### src/rtl/fetch_if.sv
// Fetch-stage bus: instruction-memory read handshake plus the decode-side instruction handshake.
interface fetch_if;
  logic        imem_req;
  logic [31:0] imem_addr;
  logic        imem_gnt;
  logic        imem_rvalid;
  logic [31:0] imem_rdata;
  logic        instr_valid;
  logic        instr_ready;
  logic [31:0] instr;
  logic [31:0] instr_pc;
  logic        jump;
  logic [31:0] jump_addr;

  modport master (
    output imem_req, imem_addr, instr_valid, instr, instr_pc,
    input  imem_gnt, imem_rvalid, imem_rdata, instr_ready, jump, jump_addr
  );

  modport slave (
    input  imem_req, imem_addr, instr_valid, instr, instr_pc,
    output imem_gnt, imem_rvalid, imem_rdata, instr_ready, jump, jump_addr
  );
endinterface

### src/rtl/fetch.sv
// Instruction fetch: PC, one-outstanding imem reads, small instruction FIFO toward decode.
// A redirect from decode flushes the FIFO and drops any read still in flight.
module fetch #(
  parameter logic [31:0] RESET_PC = 32'h0000_0000,
  parameter int unsigned DEPTH    = 2
) (
  input  logic    clk,
  input  logic    rst_n,
  fetch_if.master bus
);
  localparam int unsigned AW = (DEPTH > 1) ? $clog2(DEPTH) : 1;
  localparam int unsigned CW = AW + 1;

  localparam logic [1:0] S_IDLE = 2'd0;
  localparam logic [1:0] S_WAIT = 2'd1;
  localparam logic [1:0] S_DROP = 2'd2;

  typedef struct packed {
    logic [31:0] pc;
    logic [31:0] word;
  } entry_t;

  logic [1:0]    r_state;
  logic [1:0]    w_state_nxt;
  logic [31:0]   r_pc;
  logic [31:0]   r_req_pc;
  entry_t        r_mem [DEPTH];
  entry_t        r_head;
  entry_t        w_push_entry;
  logic [AW-1:0] r_wr_ptr;
  logic [AW-1:0] r_rd_ptr;
  logic [AW-1:0] w_rd_ptr_nxt;
  logic [CW-1:0] r_count;
  logic [CW-1:0] w_count_nxt;
  logic [CW-1:0] w_used;
  logic          w_has_free;
  logic          w_req;
  logic          w_fire;
  logic          w_push;
  logic          w_pop;
  logic          w_valid;
  logic          w_unused;

  // An outstanding read already owns a slot, so a grant can never overflow the FIFO.
  assign w_used       = r_count + CW'(r_state == S_WAIT);
  assign w_has_free   = w_used < CW'(DEPTH);
  assign w_req        = rst_n && (r_state == S_IDLE) && w_has_free && !bus.jump;
  assign w_fire       = w_req && bus.imem_gnt;
  assign w_push       = (r_state == S_WAIT) && bus.imem_rvalid && !bus.jump;
  assign w_valid      = (r_count != '0);
  assign w_pop        = w_valid && bus.instr_ready;
  assign w_push_entry = '{pc: r_req_pc, word: bus.imem_rdata};
  assign w_rd_ptr_nxt = r_rd_ptr + AW'(w_pop);
  assign w_count_nxt  = r_count + CW'(w_push) - CW'(w_pop);
  assign w_unused     = &{1'b0, bus.jump_addr[1:0]};

  assign bus.imem_req    = w_req;
  assign bus.imem_addr   = r_pc;
  assign bus.instr_valid = w_valid;
  assign bus.instr       = r_head.word;
  assign bus.instr_pc    = r_head.pc;

  always_ff @(posedge clk or negedge rst_n) begin
    if (!rst_n) r_state <= S_IDLE;
    else        r_state <= w_state_nxt;
  end

  // A response coinciding with a redirect is simply discarded, so WAIT/DROP return to IDLE.
  always_comb begin
    w_state_nxt = r_state;
    case (r_state)
      S_IDLE: if (w_fire) w_state_nxt = S_WAIT;
      S_WAIT: begin
        if (bus.imem_rvalid)  w_state_nxt = S_IDLE;
        else if (bus.jump)    w_state_nxt = S_DROP;
      end
      S_DROP: if (bus.imem_rvalid) w_state_nxt = S_IDLE;
      default: w_state_nxt = S_IDLE;
    endcase
  end

  always_ff @(posedge clk or negedge rst_n) begin
    if (!rst_n) begin
      r_pc     <= RESET_PC;
      r_req_pc <= '0;
    end else if (bus.jump) begin
      r_pc <= {bus.jump_addr[31:2], 2'b00};
    end else if (w_fire) begin
      r_pc     <= r_pc + 32'd4;
      r_req_pc <= r_pc;
    end
  end

  always_ff @(posedge clk) begin
    if (w_push) r_mem[r_wr_ptr] <= w_push_entry;
  end

  // Head register is preloaded with next cycle's head so decode sees only flop outputs.
  always_ff @(posedge clk or negedge rst_n) begin
    if (!rst_n) begin
      r_wr_ptr <= '0;
      r_rd_ptr <= '0;
      r_count  <= '0;
      r_head   <= '0;
    end else if (bus.jump) begin
      r_wr_ptr <= '0;
      r_rd_ptr <= '0;
      r_count  <= '0;
    end else begin
      if (w_push) r_wr_ptr <= r_wr_ptr + AW'(1);
      r_rd_ptr <= w_rd_ptr_nxt;
      r_count  <= w_count_nxt;
      if (w_count_nxt != '0) begin
        r_head <= (w_push && (r_wr_ptr == w_rd_ptr_nxt)) ? w_push_entry : r_mem[w_rd_ptr_nxt];
      end
    end
  end

`ifndef SYNTHESIS
  logic r_granted;

  always_ff @(posedge clk or negedge rst_n) begin
    if (!rst_n)      r_granted <= 1'b0;
    else if (w_fire) r_granted <= 1'b1;
  end

  always_ff @(posedge clk) begin
    if (rst_n && r_granted && (r_state == S_IDLE) && bus.imem_rvalid)
      $error("fetch: imem_rvalid with no read outstanding");
    if (rst_n && w_push && !w_pop && (r_count == CW'(DEPTH)))
      $error("fetch: instruction FIFO overflow");
  end
`endif
endmodule

### src/flat_wrapper.sv
// flat-port wrapper written by rule: the top's interface ports become plain ports
module fetch_flat 
#(
  parameter logic [31:0] RESET_PC = 32'h0000_0000,
  parameter int unsigned DEPTH    = 2
)
  (clk, rst_n, bus_imem_req, bus_imem_addr, bus_instr_valid, bus_instr, bus_instr_pc, bus_imem_gnt, bus_imem_rvalid, bus_imem_rdata, bus_instr_ready, bus_jump, bus_jump_addr);
  fetch_if bus_i ();
  input  logic clk;
  input  logic rst_n;
  output wire logic [$bits(bus_i.imem_req)-1:0] bus_imem_req;
  output wire logic [$bits(bus_i.imem_addr)-1:0] bus_imem_addr;
  output wire logic [$bits(bus_i.instr_valid)-1:0] bus_instr_valid;
  output wire logic [$bits(bus_i.instr)-1:0] bus_instr;
  output wire logic [$bits(bus_i.instr_pc)-1:0] bus_instr_pc;
  input wire logic [$bits(bus_i.imem_gnt)-1:0] bus_imem_gnt;
  input wire logic [$bits(bus_i.imem_rvalid)-1:0] bus_imem_rvalid;
  input wire logic [$bits(bus_i.imem_rdata)-1:0] bus_imem_rdata;
  input wire logic [$bits(bus_i.instr_ready)-1:0] bus_instr_ready;
  input wire logic [$bits(bus_i.jump)-1:0] bus_jump;
  input wire logic [$bits(bus_i.jump_addr)-1:0] bus_jump_addr;
  assign bus_imem_req = bus_i.imem_req;
  assign bus_imem_addr = bus_i.imem_addr;
  assign bus_instr_valid = bus_i.instr_valid;
  assign bus_instr = bus_i.instr;
  assign bus_instr_pc = bus_i.instr_pc;
  assign bus_i.imem_gnt = bus_imem_gnt;
  assign bus_i.imem_rvalid = bus_imem_rvalid;
  assign bus_i.imem_rdata = bus_imem_rdata;
  assign bus_i.instr_ready = bus_instr_ready;
  assign bus_i.jump = bus_jump;
  assign bus_i.jump_addr = bus_jump_addr;
  fetch #(.RESET_PC(RESET_PC), .DEPTH(DEPTH)) u_core (.clk(clk), .rst_n(rst_n), .bus(bus_i));
endmodule
### config.mk
export PLATFORM = sky130hd
export DESIGN_NAME = fetch_flat
export DESIGN_NICKNAME = d
export VERILOG_FILES = /design/src/rtl/fetch_if.sv /design/src/rtl/fetch.sv /design/src/flat_wrapper.sv
export SDC_FILE = /design/constraint.sdc
export NUM_CORES = 1
export LEC_CHECK = 0
export BUFFER_PORTS_ARGS = -buffer_cell sky130_fd_sc_hd__buf_4
export CAP_MARGIN = 40
export CORE_ASPECT_RATIO = 1.2
export CORE_UTILIZATION = 44
export DETAILED_ROUTE_END_ITERATION = 6
export PLACE_DENSITY = 0.66
export SYNTH_ARGS = -nofsm -noshare
export SYNTH_HDL_FRONTEND = slang
export SYNTH_SLANG_ARGS = --single-unit
### constraint.sdc
create_clock -name clk -period 6.93 [get_ports clk]
set_clock_uncertainty 0.2 [all_clocks]
set_input_delay 0 -clock clk [delete_from_list [all_inputs] [get_ports clk]]
set_output_delay 0 -clock clk [all_outputs]
set_load 0.02 [all_outputs]
### Yosys cells after proc, flatten, opt, wreduce, memory -nomap -nowiden

Memories as Yosys holds them, arrays and structs flattened. A register that Yosys moved wholly into a read port is not among the register bits.
Cells that the tools add are included.

| storage, ports and cells | value |
|---|---|
| register bits | 70 |
| RAM bits | 128 |
| output and inout port bits | 98 |
| word-level logic and storage cells | 50 |
| memories | 1 |

Memory list:

| name | depth | width | read ports | clocked after Yosys merged registers in | wr ports | RTL line | text |
|---|---|---|---|---|---|---|---|
| u_core.r_mem | 2 | 64 | 1 | 1 | 1 | fetch.sv:27 | `entry_t r_mem [DEPTH];` |

| cells by class | value |
|---|---|
| add/subtract/negate cells | 6 |
| $lt $le $gt $ge | 1 |
| eq/ne operators | 5 |
| mux-type cells | 13 |
| bitwise logic cells | 1 |
| reduce and logical (&&, ||, !) cells | 17 |

Operators by type and width:

| cell | count |
|---|---|
| $mux W32 | 2 |
| $add A32 B3 Y32 const B | 1 |
| $mux W2 | 5 |
| $reduce_bool A2 Y1 | 4 |
| $logic_and A1 B1 Y1 | 7 |
| $pmux W2 S3 | 1 |
| $mux W1 | 5 |
| $add A2 B1 Y2 | 2 |
| $reduce_and A2 Y1 | 2 |
| $ne A3 B3 Y1 const B | 1 |
| $reduce_and A3 Y1 | 1 |
| $eq A2 B1 Y1 const B | 1 |
| $eq A2 B2 Y1 const B | 1 |
| $logic_not A1 Y1 | 2 |
| $logic_not A2 Y1 | 1 |
| $lt A2 B2 Y1 const B | 1 |
| $ne A2 B1 Y1 const B | 1 |
| $ne A2 B2 Y1 const B | 1 |
| $sub A2 B1 Y2 | 1 |
| $add A1 B1 Y1 | 1 |
| $add A1 B1 Y1 const B | 1 |
| $not A1 Y1 | 1 |

### Logic depth before layout (Yosys ltp)

Gate-level depths: netlist of run 1.

| logic depth | value |
|---|---|
| word-level depth | 8 |
| depth in mapped cells | 11 |

### Worst setup path before layout of run 1

OpenSTA, ideal clock, no wires.

| path | value |
|---|---|
| path type | register to register |
| start point | register u_core.r_state[1] |
| end point | memory u_core.r_mem[0][0] (netlist bit), enable pin |
| library setup time | 489 ps |
| data arrival time | 3630 ps |
| required time | 6241 ps |
| slack | 2610 ps |
| stages on the path, launching flop included | 5 |
| period minus slack after synthesis | 4320 ps |
| cell sequence | dfrtp_1 nor2_1 and3_1 clkbuf_1 nor2b_1 |

| between the ends | value |
|---|---|
| longest elaborated chain between the ends | 5 |

RTL lines:

| what | RTL line | text |
|---|---|---|
| start: declaration | fetch.sv:23 | `logic [1:0] r_state;` |
| start signal: assignment | fetch.sv:65 | `else r_state <= w_state_nxt;` |
| $eq A2 B1 Y1 | fetch.sv:49 | `assign w_push = (r_state == S_WAIT) && bus.imem_rvalid && !bus.jump;` |
| $logic_and A1 B1 Y1 (2 in series) | fetch.sv:49 |  |
| $mux W1 | fetch.sv:95 | `if (w_push) r_mem[r_wr_ptr] <= w_push_entry;` |
| $mux W1 (not written as such) | fetch.sv:95 |  |
| end: declaration | fetch.sv:27 |  |

Every way passes these cells.

### Worst setup path in the final report of run 1

| path | value |
|---|---|
| start point | register u_core.r_count[1] |
| end point | register u_core.r_head, in the netlist u_core.bus.instr[16] |

| between the ends | value |
|---|---|
| longest elaborated chain between the ends | 5 |
| elaborated cells between the ends (all ways) | 7 |

RTL lines:

| what | RTL line | text |
|---|---|---|
| start: declaration | fetch.sv:33 | `logic [CW-1:0] r_count;` |
| start signal: assignment | fetch.sv:112 | `r_count <= w_count_nxt;` |
| parallel branches: the longest is 5 deep, another holds $add A2 B1 Y2 | n/a |  |
| end signal: assignment | fetch.sv:114 | `r_head <= (w_push && (r_wr_ptr == w_rd_ptr_nxt)) ? w_push_entry : r_mem[w_rd_ptr_nxt];` |
| end: declaration | fetch.sv:28 | `entry_t r_head;` |

Several ways; the timed one is not identified.
A chain may end at the register's enable or synchronous reset.

==> results of run 1 <==
power breakdown:
part	switching, mW	internal, mW
clock network	0.533	0.796
registers	0.260	1.95
logic	1.22	0.971
state kept, by name, indices dropped and copies added (netlist names):
name / count
u_core.r_mem: 124
u_core.bus.instr: 32
u_core.bus.imem_addr: 30
u_core.bus.instr_pc: 30
u_core.r_req_pc: 30
u_core.r_count: 2
u_core.r_state: 2
u_core.r_rd_ptr: 1
u_core.r_wr_ptr: 1
final cells by class:
cell class	instances	area, µm²	area share (%)
Timing Repair Buffer	252	2150	16.1
Clock inverter	9	121	0.906
Tap cell	310	388	2.90
Inverter	7	26.3	0.196
Sequential cell	252	6930	51.7
Multi-Input combinational cell	531	3090	23.1
Clock buffer	35	683	5.10
synthesized netlist by cell type, types with 2 or more instances:
| cell type | instances | share of area (%) |
|---|---|---|
| nand3_1 | 75 | 3.7 |
| o311ai_0 | 7 | 0.60 |
| nor2b_1 | 8 | 0.49 |
| o21ai_0 | 23 | 1.1 |
| o221ai_1 | 2 | 0.17 |
| o311ai_1 | 2 | 0.17 |
| ha_1 | 3 | 0.37 |
| buf_4 | 5 | 0.37 |
| a221o_1 | 2 | 0.20 |
| nand4_1 | 9 | 0.55 |
| o21ai_1 | 2 | 0.098 |
| buf_2 | 15 | 0.73 |
| o221a_2 | 57 | 6.3 |
| dfrtp_1 | 128 | 31 |
| o31ai_1 | 2 | 0.15 |
| nor3_1 | 3 | 0.15 |
| and4_1 | 2 | 0.17 |
| a21oi_1 | 5 | 0.24 |
| nand3_2 | 2 | 0.20 |
| a22oi_1 | 5 | 0.37 |
| xor2_1 | 10 | 0.86 |
| nor4_1 | 3 | 0.18 |
| and2_1 | 3 | 0.18 |
| xnor2_1 | 5 | 0.43 |
| clkbuf_1 | 34 | 1.2 |
| nor2_1 | 13 | 0.48 |
| o211ai_1 | 2 | 0.15 |
| or4_1 | 2 | 0.15 |
| and3_1 | 5 | 0.31 |
| o221a_1 | 5 | 0.55 |
| nand2b_1 | 2 | 0.12 |
| edfxtp_1 | 124 | 36 |
| nand2_1 | 248 | 9.1 |
| a31oi_1 | 3 | 0.18 |
| inv_1 | 7 | 0.26 |
worst max path at each step:
stage	from	end	slack, ns	cells after the start
CTS	u_core.r_count[1]	u_core.bus.instr[23]	3.28	11
global placement	u_core.r_count[1]	u_core.bus.instr[17]	3.36	11
detailed placement	u_core.r_count[1]	u_core.bus.instr[8]	3.29	11
floorplan	u_core.r_state[1]	u_core.r_mem[0][0]	2.61	4
finish	u_core.r_count[1]	u_core.bus.instr[16]	3.32	11
global route	u_core.r_count[1]	u_core.bus.instr[13]	3.09	11
routing by layer:
metal	wire [µm]	part of all wire, %
met2	11900	51
met1	10200	43
met5	0	0
met4	343	1.5
met3	1070	4.6
logic make-up after synthesis:
| logic type | after synthesis |
|---|---|
| compound gates | 122 |
| simple gates | 384 |
| buf+inv | 62 |
| mux | 1 |
| flops | 252 |
| xor+xnor | 17 |
| other cells | 1 |
| fa+ha+maj | 3 |
worst register-to-register path, delay by kind of cell, from the launching register on:
kind / cells / cell delay [ns]
compound gates: 2 / 0.69
xor+xnor: 1 / 0.23
fa+ha+maj: 2 / 0.44
buf+inv: 3 / 1.04
flops: 1 / 0.41
simple gates: 3 / 0.54
==> flow_metrics.tcl, run 1 <==
set metrics [dict create \
    whs_ns 0.0309 \
    cts_buffer_depth 3 \
    ys_dominant_reg_cell "dfrtp_1" \
    place_congestion 0.810 \
    crit_type "register to register" \
    setup_violations 0 \
    async_flop_share_pct 50.8 \
    synthAdderAreaFrac_pct 0.367 \
    rr_worst_depth 11 \
    layout_common_cells "nand2_1, buf_4, dfrtp_1, edfxtp_1, dlygate4sd3_1" \
    layout-drive-gt1-share_pct 26.1 \
    outcome "finished, final reports clean" \
    postCtsSetupBuffers 0 \
    worstMarginPinSlew_ns 0.798 \
    syn_avg_cell_area_um2 12.2 \
    crit_slowest_cell "buf_4" \
    synth_top_family_by_area "simple AND/OR/NAND/NOR gates" \
    grt_util_met3_pct 2.49 \
    worstReg2RegStart "u_core.r_count[1]" \
    fmaxAchievable_mhz 277 \
    numPortBuffers 161 \
    gr-total-overflow 0 \
    rsz0062_at_grt "no" \
    die_area_mm2 0.0239 \
    cts-root-buf "clkbuf_16" \
    antenna_cells 0 \
    antenna_left 0 \
    slowest_delay_ns 0.61 \
    place_area_mm2 0.0118 \
    fin_crit_sh_pct 52.1 \
    worst_slack_ns 3.32 \
    use_met1_pct 27.7 \
    cts_tree "yes" \
    cp-end-kind "register" \
    required_ns 7.17 \
    synth_edf_count 124 \
    vias 7273 \
    rows 60 \
    final_max_slew_viol_count 0 \
    cp-start-kind "register" \
    yosys.area_share.simple_pct 16.7 \
    drc 0 \
    clock_latency_ns 0.51 \
    busiest_layer "met2" \
    hold_class "primary input to register" \
    cts.repair.resized 0 \
    antenna_found_initial 0 \
    dieWidth_um 141 \
    hpwl_mm 13.5 \
    clk_pin_slew_worst_paths_ns 0.07 \
    drv_cap 0 \
    clock-sinks 252 \
    nNetsFinal 1141 \
    routed_wl_mm 23.4 \
    cts_inserted_buffers 24 \
    coreArea_mm2 0.0226 \
    grt_pass1_vias 7314 \
    min_from "bus_imem_rdata[3]" \
    nFillCells 1862 \
    ys_seq_area_share_pct 67.7 \
    p_leak_nw 5.40 \
    powerDensity_mw_per_mm2 428 \
    synthXorXnorAreaFrac_pct 1.74 \
    muxShareOfSynthArea_pct 0.110 \
    design_area_mm2 0.0134 \
    final_common_cell "nand2_1" \
    place_ws_ns 3.29 \
    hold_viol_final 0 \
    min_path_cells 2 \
    grt_max_degree 64 \
    grt_pass1_wl_mm 38.7 \
    ys_seq_elements 252 \
    syn_to_final_growth_pct 30.8 \
    instances_no_fill 1396 \
    via_per_inst 5.21 \
    crit_arrival_ns 3.85 \
    track_usage_pct 20.4 \
    die_y_um 169 \
    crit_buf_inv 3 \
    ys_warn_count 0 \
    fin_setup_tns_ns 0 \
    path_cells "o21a_1, ha_1, inv_1, ha_1, xor3_1, nor2_1, nor2_4, buf_4, nand3_2, buf_4, o221a_2" \
    use_met2_pct 35.0 \
    first_pass_iters 5 \
    power_mw 5.72 \
    max-slew-margin-rel_pct 46.8 \
    crit-reg2reg-capture "u_core.bus.instr[16]" \
    cp_max_fo 63 \
    netlist-cell-type-count 54 \
    ios 168 \
    reg2reg_slack_ns 3.32 \
    min_to "u_core.r_mem[0][3]" \
    synth_area_mm2 0.0102 \
    vdd_drop_max_mv 0.351 \
    utilization_pct 59.3 \
    synth_compound_area_share_pct 10.7 \
    post_drt_wl_per_cell_um 16.8 \
    drt_iter0_drc 308 \
    syn_inst 842 \
    crit_family "buffers and inverters" \
    h-tree-depth 1 \
    fin_crit_ns 3.61 \
    place_inst 1273 \
    start_util_pct 45.3 \
    ctsHoldBuffers 79 \
]
No activity file was read; power rests on OpenSTA's default activity.
==> inputs of run 2 (changes only) <==
- PLACE_DENSITY: 0.66 -> 0.68
- clock period: 6.93 -> 3.05 ns (I/O delays scaled with it)
==> flow_metrics.tcl, run 2 (synthesis results as in run 1) <==
set metrics [dict create \
    outcome "finished, final reports clean" \
    cp-start-kind "register" \
    cts.repair.resized 0 \
    post_drt_wl_per_cell_um 17.0 \
    numPortBuffers 161 \
    grt_pass1_wl_mm 38.6 \
    grt_max_degree 63 \
    nFillCells 1800 \
    drt_iter0_drc 351 \
    layout-drive-gt1-share_pct 26.7 \
    h-tree-depth 1 \
    powerDensity_mw_per_mm2 975 \
    worstMarginPinSlew_ns 0.772 \
    gr-total-overflow 0 \
    die_area_mm2 0.0239 \
    utilization_pct 59.4 \
    cts_buffer_depth 3 \
    p_switching_mw 4.63 \
    antenna_found_initial 0 \
    p_seq_share_pct 38.5 \
    top_register "u_core.r_mem" \
    die_y_um 169 \
    p_clk_share_pct 22.5 \
    power_mw 13.1 \
    fmaxAchievable_mhz 358 \
    final_max_slew_viol_count 0 \
    drv_cap 0 \
    hold_viol_final 0 \
    sw_frac_of_total_pct 35.4 \
    instances_no_fill 1401 \
    antenna_left 0 \
    vdd_drop_max_mv 0.673 \
    p_int_mw 8.45 \
    whs_ns 0.0000545 \
    place_congestion 0.828 \
    clk_pin_slew_worst_paths_ns 0.06 \
    track_usage_pct 20.3 \
    cp-end-kind "register" \
    crit_type "register to register" \
    rsz0062_at_grt "no" \
    combPwrFrac_pct 39.0 \
    cp_max_fo 8 \
    largest_reg_flops 124 \
    cts_tree "yes" \
    hpwl_mm 14.0 \
    syn_to_final_growth_pct 31.0 \
    max-slew-margin-rel_pct 48.5 \
    rows 60 \
    coreArea_mm2 0.0226 \
    crit_arrival_ns 3.05 \
    clock-sinks 252 \
    fin_crit_sh_pct 91.7 \
    setup_violations 0 \
    place_inst 1281 \
    antenna_cells 0 \
    fin_setup_tns_ns 0 \
    start_util_pct 45.3 \
    routed_wl_mm 23.8 \
    cts_inserted_buffers 25 \
    clock_latency_ns 0.51 \
    via_per_inst 5.29 \
    dieWidth_um 141 \
    p_leak_nw 5.43 \
    register_area_mm2 0.00693 \
    fin_crit_ns 2.80 \
    layout_common_cells "nand2_1, buf_4, dfrtp_1, edfxtp_1" \
    ios 168 \
    multi_input_area_mm2 0.00309 \
    cts-root-buf "clkbuf_16" \
    grt_pass1_vias 7485 \
    required_ns 3.30 \
    final_common_cell "nand2_1" \
    hold_class "primary input to asynchronous set/reset pin" \
    vias 7408 \
    postCtsSetupBuffers 0 \
    drc 0 \
    first_pass_iters 5 \
    nNetsFinal 1146 \
]
[run 2: changes by cell type in the layout (fill, tap and decap cells not counted)]
| cell | before | now |
|---|---|---|
| buf_12 | 0 | 5 |
| buf_16 | 3 | 1 |
| buf_4 | 169 | 174 |
| buf_6 | 2 | 1 |
| bufinv_16 | 3 | 2 |
| clkbuf_1 | 8 | 7 |
| clkinv_1 | 1 | 2 |
| clkinv_2 | 4 | 6 |
| dlygate4sd3_1 | 78 | 75 |
[run 2: cell type report]
| cell class | count | area share [%] |
|---|---|---|
| inverter | 7 | 0.196 |
| tap | 310 | 2.89 |
| sequential | 252 | 51.6 |
| multi-input combinational | 531 | 23.0 |
| clock inverter | 11 | 0.784 |
| timing repair buffer | 256 | 16.4 |
| clock buffer | 34 | 5.07 |
[run 2: what timing repair did]
action | 4_1_cts | 5_1_grt
setup endpoints to repair | 0 | 0
hold endpoints to repair | 285 | 0
hold buffers | 75 | 0
[run 2: final timing paths]
kind / start / endpoint / slack (ns) / cells past startpoint
setup reg to reg: u_core.bus.imem_addr[15] / u_core.bus.imem_addr[30] / 0.25 / 6
setup / recovery: u_core.bus.imem_addr[15] / u_core.bus.imem_addr[30] / 0.25 / 6
hold / removal: rst_n / u_core.bus.instr_pc[15] / 0.00005 / 3
hold reg to reg: u_core.r_req_pc[10] / u_core.r_mem[0][42] / 0.31 / 0
min in group clk: bus_imem_rdata[6] / u_core.r_mem[0][6] / 0.03 / 2
max in group asynchronous: rst_n / u_core.bus.instr[18] / 1.19 / 5
[run 2: stage by stage]
step | instance area [µm²] | setup slack (ns)
CTS | 13400 | 0.262
global route | 13400 | 0.107
global placement | 11800 | 0.420
floorplan | 10300 | 0.0732
detailed placement | 11900 | 0.303
finish | 13400 | 0.254
[run 2: power groups by stage]
stage                     Clock (mW)  Sequential (mW)  Combinational, mW
final                           2.95             5.04               5.10
after global routing            3.12             5.14               5.58
after global placement             0             5.07               4.93
after floorplan                    0             5.46               2.78
after detailed placement           0             5.10               5.07
after CTS                       3.00             5.04               5.16
[run 2: worst max-delay path, cell delays in order (launching register included)]
cell,delay (ns)
dfrtp_1,0.49
nand4_1,0.27
nor4_4,0.40
nand2_1,0.19
or4_1,0.55
nand3_1,0.09
dlygate4sd3_1,0.54
[run 2: metal layers]
metal | vias up | routed length (µm) | track usage (%)
met5 | - | 0 | 0
met4 | 0 | 446 | 6.14
met3 | 31 | 1110 | 2.46
met2 | 222 | 11800 | 34.7
met1 | 3646 | 10400 | 27.2
li1 | 3509 | - | -
